===== src/rtl/uart_tx_arbiter.sv =====
// Round-robin arbiter that shares one UART transmitter among four byte
// requesters. The transmitter has no busy output, so this block times each
// frame itself and inserts one idle cycle before the next grant. That idle
// cycle keeps the send enable low between frames, so every frame starts on a
// fresh rising edge.
module uart_tx_arbiter #(
   parameter int FRAME_CYCLES = 270,
   parameter int NUM_REQ      = 4
) (
   input  logic        sys_clk,
   input  logic        sys_rst_n,
   input  logic [3:0]  req,
   input  logic [31:0] req_data,
   output logic [3:0]  ack,
   output logic        uart_send,
   output logic [7:0]  uart_data_out,
   output logic        busy,
   output logic [1:0]  grant_id
);

   localparam logic [1:0] ST_IDLE = 2'd0;
   localparam logic [1:0] ST_SEND = 2'd1;
   localparam logic [1:0] ST_WAIT = 2'd2;

   localparam logic [9:0] WAIT_LOAD = 10'(FRAME_CYCLES - 1);

   logic [1:0] r_state;
   logic [9:0] r_count;
   logic [1:0] r_ptr;
   logic [3:0] r_ack;
   logic       r_send;
   logic [7:0] r_data;
   logic       r_busy;
   logic [1:0] r_grant;

   logic       w_found;
   logic [1:0] w_winner;
   logic [7:0] w_winByte;

   // Find the first active request, scanning upward from the pointer and wrapping
   always_comb begin
      w_found  = 1'b0;
      w_winner = r_ptr;
      for (int j = 0; j < NUM_REQ; j++) begin
         if (!w_found && req[r_ptr + 2'(j)]) begin
            w_found  = 1'b1;
            w_winner = r_ptr + 2'(j);
         end
      end
   end

   assign w_winByte = req_data[{w_winner, 3'b000} +: 8];

   // Grant, one-cycle send pulse, then count out the frame before returning to idle
   always_ff @(posedge sys_clk or negedge sys_rst_n) begin
      if (!sys_rst_n) begin
         r_state <= ST_IDLE;
         r_count <= 10'd0;
         r_ptr   <= 2'd0;
         r_ack   <= 4'b0000;
         r_send  <= 1'b0;
         r_data  <= 8'h00;
         r_busy  <= 1'b0;
         r_grant <= 2'd0;
      end else begin
         case (r_state)
            ST_IDLE: begin
               r_ack  <= 4'b0000;
               r_send <= 1'b0;
               if (w_found) begin
                  r_state <= ST_SEND;
                  r_send  <= 1'b1;
                  r_data  <= w_winByte;
                  r_ack   <= 4'b0001 << w_winner;
                  r_grant <= w_winner;
                  r_busy  <= 1'b1;
                  r_ptr   <= w_winner + 2'd1;
               end
            end
            ST_SEND: begin
               r_send  <= 1'b0;
               r_ack   <= 4'b0000;
               r_count <= WAIT_LOAD;
               r_state <= ST_WAIT;
            end
            ST_WAIT: begin
               if (r_count == 10'd0) begin
                  r_state <= ST_IDLE;
                  r_busy  <= 1'b0;
                  r_data  <= 8'h00;
               end else begin
                  r_count <= r_count - 10'd1;
               end
            end
            default: begin
               r_state <= ST_IDLE;
               r_ack   <= 4'b0000;
               r_send  <= 1'b0;
               r_data  <= 8'h00;
               r_busy  <= 1'b0;
               r_count <= 10'd0;
            end
         endcase
      end
   end

   assign ack           = r_ack;
   assign uart_send     = r_send;
   assign uart_data_out = r_data;
   assign busy          = r_busy;
   assign grant_id      = r_grant;

endmodule


===== config.mk =====
export PLATFORM = sky130hd
export DESIGN_NAME = uart_tx_arbiter
export DESIGN_NICKNAME = d
export VERILOG_FILES = /design/src/rtl/uart_tx_arbiter.sv
export SDC_FILE = /design/constraint.sdc
export NUM_CORES = 1
export LEC_CHECK = 0
export CAP_MARGIN = 20
export CORE_MARGIN = 2
export CORE_UTILIZATION = 50
export CTS_CLUSTER_SIZE = 25
export DETAILED_ROUTE_END_ITERATION = 16
export PLACE_DENSITY = 0.85
export SYNTH_ARGS = -nofsm -noshare
export SYNTH_HDL_FRONTEND = slang
export SYNTH_SLANG_ARGS = --single-unit

===== constraint.sdc =====
create_clock -name sys_clk -period 4.34 [get_ports sys_clk]
set_input_delay 0.434 -clock sys_clk [delete_from_list [all_inputs] [get_ports sys_clk]]
set_output_delay 0.434 -clock sys_clk [all_outputs]
set_load 0.02 [all_outputs]

==> out/results.ini, run 1 <==
[place]
numPortBuffers=53
hpwl_um=3090
place_inst=277
gp_congestion=0.792

[timing]
worst_pin_slew_ps=982
setup_tns_ps=0
fin_crit_ps=2380
fin_skew_ps=9.39
relSlewSlack_pct=34.6
min_period_over_period_pct=54.9
slew_violations=0
rsz0062_at_grt=no
fmax_ghz=0.419
setup_viol=0
hold_viol=0

[yosys]
synth-seq-cells=30
synth_edf_count=0
ys.warnings.count=0
synth_ff_type=dfrtp_1
synthesis.instances=185
synth_top_family_by_area=compound AO/OA/AOI/OAI gates
synth_xor_area_share_pct=2.48
synth_compound_area_share_pct=19.9
yosysSeqAreaShare_pct=42.5
async_reset_ff_share_pct=100
synth-simple-area-share_pct=18.4
synthMuxAreaShare_pct=9.70
synth_nets=227
syn_area_per_cell_um2=9.55
synth-adder-area-share_pct=2.83
synth_area_um2=1770
synth.distinct_cells=43

[floorplanning]
die_w_um=63.4
die_area_um2=4020
initial_core_util_pct=52.5
core_um2=3360
io_pins=54
num_rows=21
die_h_um=63.4

[cells_and_area]
finalNetCount=280
multi_input_area_um2=946
post-route-util_pct=71.1
n_antenna_cell=0
regArea_um2=751
area_growth_syn_to_layout_pct=35.3
drive_gt1_share_pct=8.37
nFillCells=303
final_cell_count_no_fill=285

[pwr]
power_density_nw_per_um2=676
ir_worst_vdd_mv=0.299
leakage_nw=1.04

[route]
dr.pass1.iters=6
drtIter0Drc=104
ant_nets=0
wl_per_cell_um=14.7
wirelength_um=4190
via_per_inst=5.52
route.detailed.drc=0
vias=1573

[worst_hold_path]
hold_path.class=in -> async

[job]
drv_cap=0

[cts]
cts_made_buffers=5
htreeDepth=2
cts_buffer_depth=2
cts_tree=done
clk_latency_ps=330
cts-root-buf=clkbuf_4
cts_resized=0
path_clk_slew_ps=100
clock-sinks=30
cts_hold_buf=0
postCtsSetupBuffers=0

[worst_setup_path]
cp_max_fo=9
end_kind=register
crit_type=in -> reg
cp-start-kind=primary input
cp_data_arrival_time_ps=2570
required_ps=4530

[global_route]
grt_pass1_vias=1527
antenna_found_initial=0
grt_first_pass_wirelength_um=7000
grt_overflow=0
grt_max_degree=31
grt_use_total_pct=22.4

[run_status]
status=finished, final reports clean

[cell families (layout without fill, tap and decap cells)]
logic type | Yosys count | in the layout
compound gates | 49 | 49
xor+xnor | 5 | 5
fa+ha+maj | 4 | 4
buf+inv | 17 | 71
flops | 30 | 30
mux | 17 | 17
simple gates | 63 | 63
[final timing paths]
kind	slack (ps)	depth (start not counted)	start	end
worst min-delay path	480	2	sys_rst_n	r_count[3]
worst max register to register	1990	7	r_count[0]	uart_data_out[2]
max in group asynchronous	3580	2	sys_rst_n	r_ptr[0]
worst min register to register	490	2	grant_id[0]	grant_id[0]
min in group sys_clk	490	2	grant_id[0]	grant_id[0]
worst max-delay path	1960	5	req[0]	uart_data_out[2]
[flip-flops by register name, indices dropped and copies added (netlist names)]
name,flops
r_count,10
uart_data_out,8
ack,4
grant_id,2
r_ptr,2
r_state,2
busy,1
uart_send,1
[routing by layer]
metal | up-vias | wire (um) | global-route usage (%)
met5 | - | 0 | 0
met4 | 0 | 55 | 6.52
met3 | 6 | 206 | 7.32
met2 | 39 | 2100 | 37.1
met1 | 755 | 1830 | 27.9
li1 | 773 | - | -
[per-stage QoR]
stage	hold WS (ps)	area [um2]	setup WS, ps	total power (W)
after floorplan	138	1770	2290	0.00115
final	477	2390	1960	0.00161
after global routing	486	2390	1770	0.00175
after CTS	479	2390	1970	0.00162
after global placement	466	2330	1700	0.00142
after detailed placement	478	2330	1590	0.00144
[worst max-delay path, stage by stage]
cell             delay [ps]
clkdlybuf4s50_1         470
nor4_1                  760
nand2b_1                370
or3_1                   360
o221ai_1                170
[synthesized netlist by cell type (all sizes together) (2+ instances only)]
cell    count  share of area, %
a21boi      3               1.3
a21o        2              0.85
a21oi       7               2.0
a22o        2              0.99
a22oi       2              0.85
a31oi       2              0.71
buf         3               1.2
clkbuf      6               1.3
dfrtp      30                42
ha          4               2.8
inv         8               1.7
mux2i      16               9.1
nand2      28               5.9
nand3       3               1.6
nor2       14               3.0
nor2b       4               1.4
nor3        2              0.85
nor3b       3               1.3
nor4        3               1.1
o21ai      14               4.0
o221ai      8               4.3
xnor2       4               2.0
[where the power goes]
part / leakage, nW / switching, W / internal (W)
registers: 0.391 / 0.0000817 / 0.000387
clock network: 0.0353 / 0.0000979 / 0.0000784
logic: 0.609 / 0.000541 / 0.000429
total: 1.04 / 0.000720 / 0.000894
[placed cells by master (no fill, tap or decap), drive strengths merged, types with 2 or more instances in the layout]
cell type	n
a21boi	3
a21o	2
a21oi	7
a22o	2
a22oi	2
a31oi	2
buf	2
clkbuf	7
clkdlybuf4s50	53
dfrtp	30
ha	4
inv	8
mux2i	16
nand2	28
nand3	3
nor2	14
nor2b	4
nor3	2
nor3b	3
nor4	3
o21ai	14
o221ai	8
xnor2	4
[layout make-up]
cell class                 instances  share of cell area (%)
clock buffer                       7                    2.30
clock inverter                     1                   0.209
inverter                           8                    1.26
multi-input combinational        138                    39.6
sequential                        30                    31.4
tap                               46                    2.41
timing repair buffer              55                    22.8
No activity file was read; power rests on OpenSTA's default activity.
==> run 2: changes to the inputs <==
CORE_UTILIZATION = 42   (was 50)
PLACE_DENSITY = 0.76   (was 0.85)
clock period = 2.1 ns   (was 4.34 ns; I/O delays follow)
==> out/results.ini, run 2 (synthesized netlist as in run 1, its figures left out) <==
[timing]
fin_skew_ps=3.76
setup_viol=0
fin_crit_ps=1950
setup_ws_ps=149
relSlewSlack_pct=69.3
worst_pin_slew_ps=461
hold_viol=0
holdWs_ps=318
rsz0062_at_grt=no
setup_tns_ps=0
fmax_ghz=0.513
slew_violations=0
min_period_over_period_pct=92.9

[worst_setup_path]
rr_startpoint=r_count[1]
cp.buffers_inverters=2
crit_type=reg -> reg
cp_data_arrival_time_ps=2100
required_ps=2250
cpPeakStageDelay_ps=430
cp-start-kind=register
end_kind=register
cp_top_family=compound AO/OA/AOI/OAI gates
crit_path_top_delay_cell=a221o_2
ff2ff_setup_slack_ps=150
cp_max_fo=8
r2r_cells=8
worstPathCellList=inv_1 > ha_1 > nor4b_4 > nand3_4 > buf_4 > a221o_2 > nand2_1 > o221ai_1
r2r_end=uart_data_out[2]

[global_route]
antenna_found_initial=0
grt_max_degree=31
grt_first_pass_wirelength_um=6780
grt_overflow=0
grt_pass1_vias=1507
grt_use_total_pct=19.4

[place]
numPortBuffers=53
gp_congestion=0.783
dp_slack_ps=16.8
hpwl_um=3190

[cells_and_area]
finalNetCount=294
layout.cells.most_common_list=clkdlybuf4s50_1 (53), dfrtp_1 (30), nand2_1 (28)
post-route-util_pct=63.2
largest_reg_flops=10
n_antenna_cell=0
drive_gt1_share_pct=13.9
final_common_cell=clkdlybuf4s50_1
area_growth_syn_to_layout_pct=44.1
regMostFlops=r_count

[pwr]
power.total_w=0.00366
leakage_nw=1.12
power_density_nw_per_um2=1440
ir_worst_vdd_mv=0.603

[floorplanning]
io_pins=54
die_w_um=68.9
die_area_um2=4740
die_h_um=68.9
num_rows=23
initial_core_util_pct=43.9
core_um2=4030

[route]
drtIter0Drc=89
wl_per_cell_um=14.1
ant_nets=0
route.detailed.drc=0
via_per_inst=5.36
vias=1613
dr.pass1.iters=4
wirelength_um=4260

[worst_hold_path]
hold_path.class=in -> async

[cts]
cts-root-buf=clkbuf_8
cts_buffer_depth=2
path_clk_slew_ps=60
cts_tree=done
clk_latency_ps=280
clock-sinks=30
cts_made_buffers=5
htreeDepth=2
postCtsSetupBuffers=0

[run_status]
status=finished, final reports clean

[job]
drv_cap=0

[run 2: changes by cell type in the layout (fill, tap and decap cells not counted)]
cell,before,now
buf_4,2,15
clkbuf_4,5,0
or3_1,1,0
clkbuf_1,1,0
buf_12,0,1
clkinv_2,1,0
nand3_2,0,1
clkbuf_8,1,6
or3_4,0,1
nand3_1,2,1
[run 2: how the worst max path moves through the flow]
stage,start,end,slack [ps],cells past startpoint
after floorplan,r_count[0],uart_data_out[6],50,8
after global placement,req[0],uart_data_out[6],100,6
after detailed placement,req[3],uart_data_out[7],20,7
after CTS,r_count[1],uart_data_out[7],60,8
after global routing,r_count[1],uart_data_out[7],6,8
final,r_count[1],uart_data_out[2],150,8
[run 2: timing repair]
item | 4_1_cts | 5_1_grt
hold buffers | 0 | 0
resized for setup | 0 | 2
endpoints found under the setup margin | 0 | 8
[run 2: area by class of cell]
cell class                 instances  area, um2
fill                             336       1480
multi-input combinational        138        956
sequential                        30        751
timing repair buffer              69        663
clock buffer                       6       82.6
tap                               50       62.6
inverter                           8       30.0
[run 2: through the flow]
stage / instances / area [um2]
after floorplan: 185 / 1770
after global placement: 295 / 2450
after detailed placement: 295 / 2450
after CTS: 301 / 2530
after global routing: 301 / 2540
final: 301 / 2540
[run 2: power breakdown]
group          total, W  leakage [nW]  switching, W  internal, W
clock          0.000455        0.0431      0.000203     0.000252
sequential     0.000963         0.391      0.000161     0.000803
combinational   0.00224         0.685       0.00116      0.00107
[run 2: layer usage]
layer  part of all wire (%)  GRT usage (%)
met5                      0              0
met4                    1.1           5.64
met1                     45           24.8
met3                    4.9           5.68
met2                     49           31.9
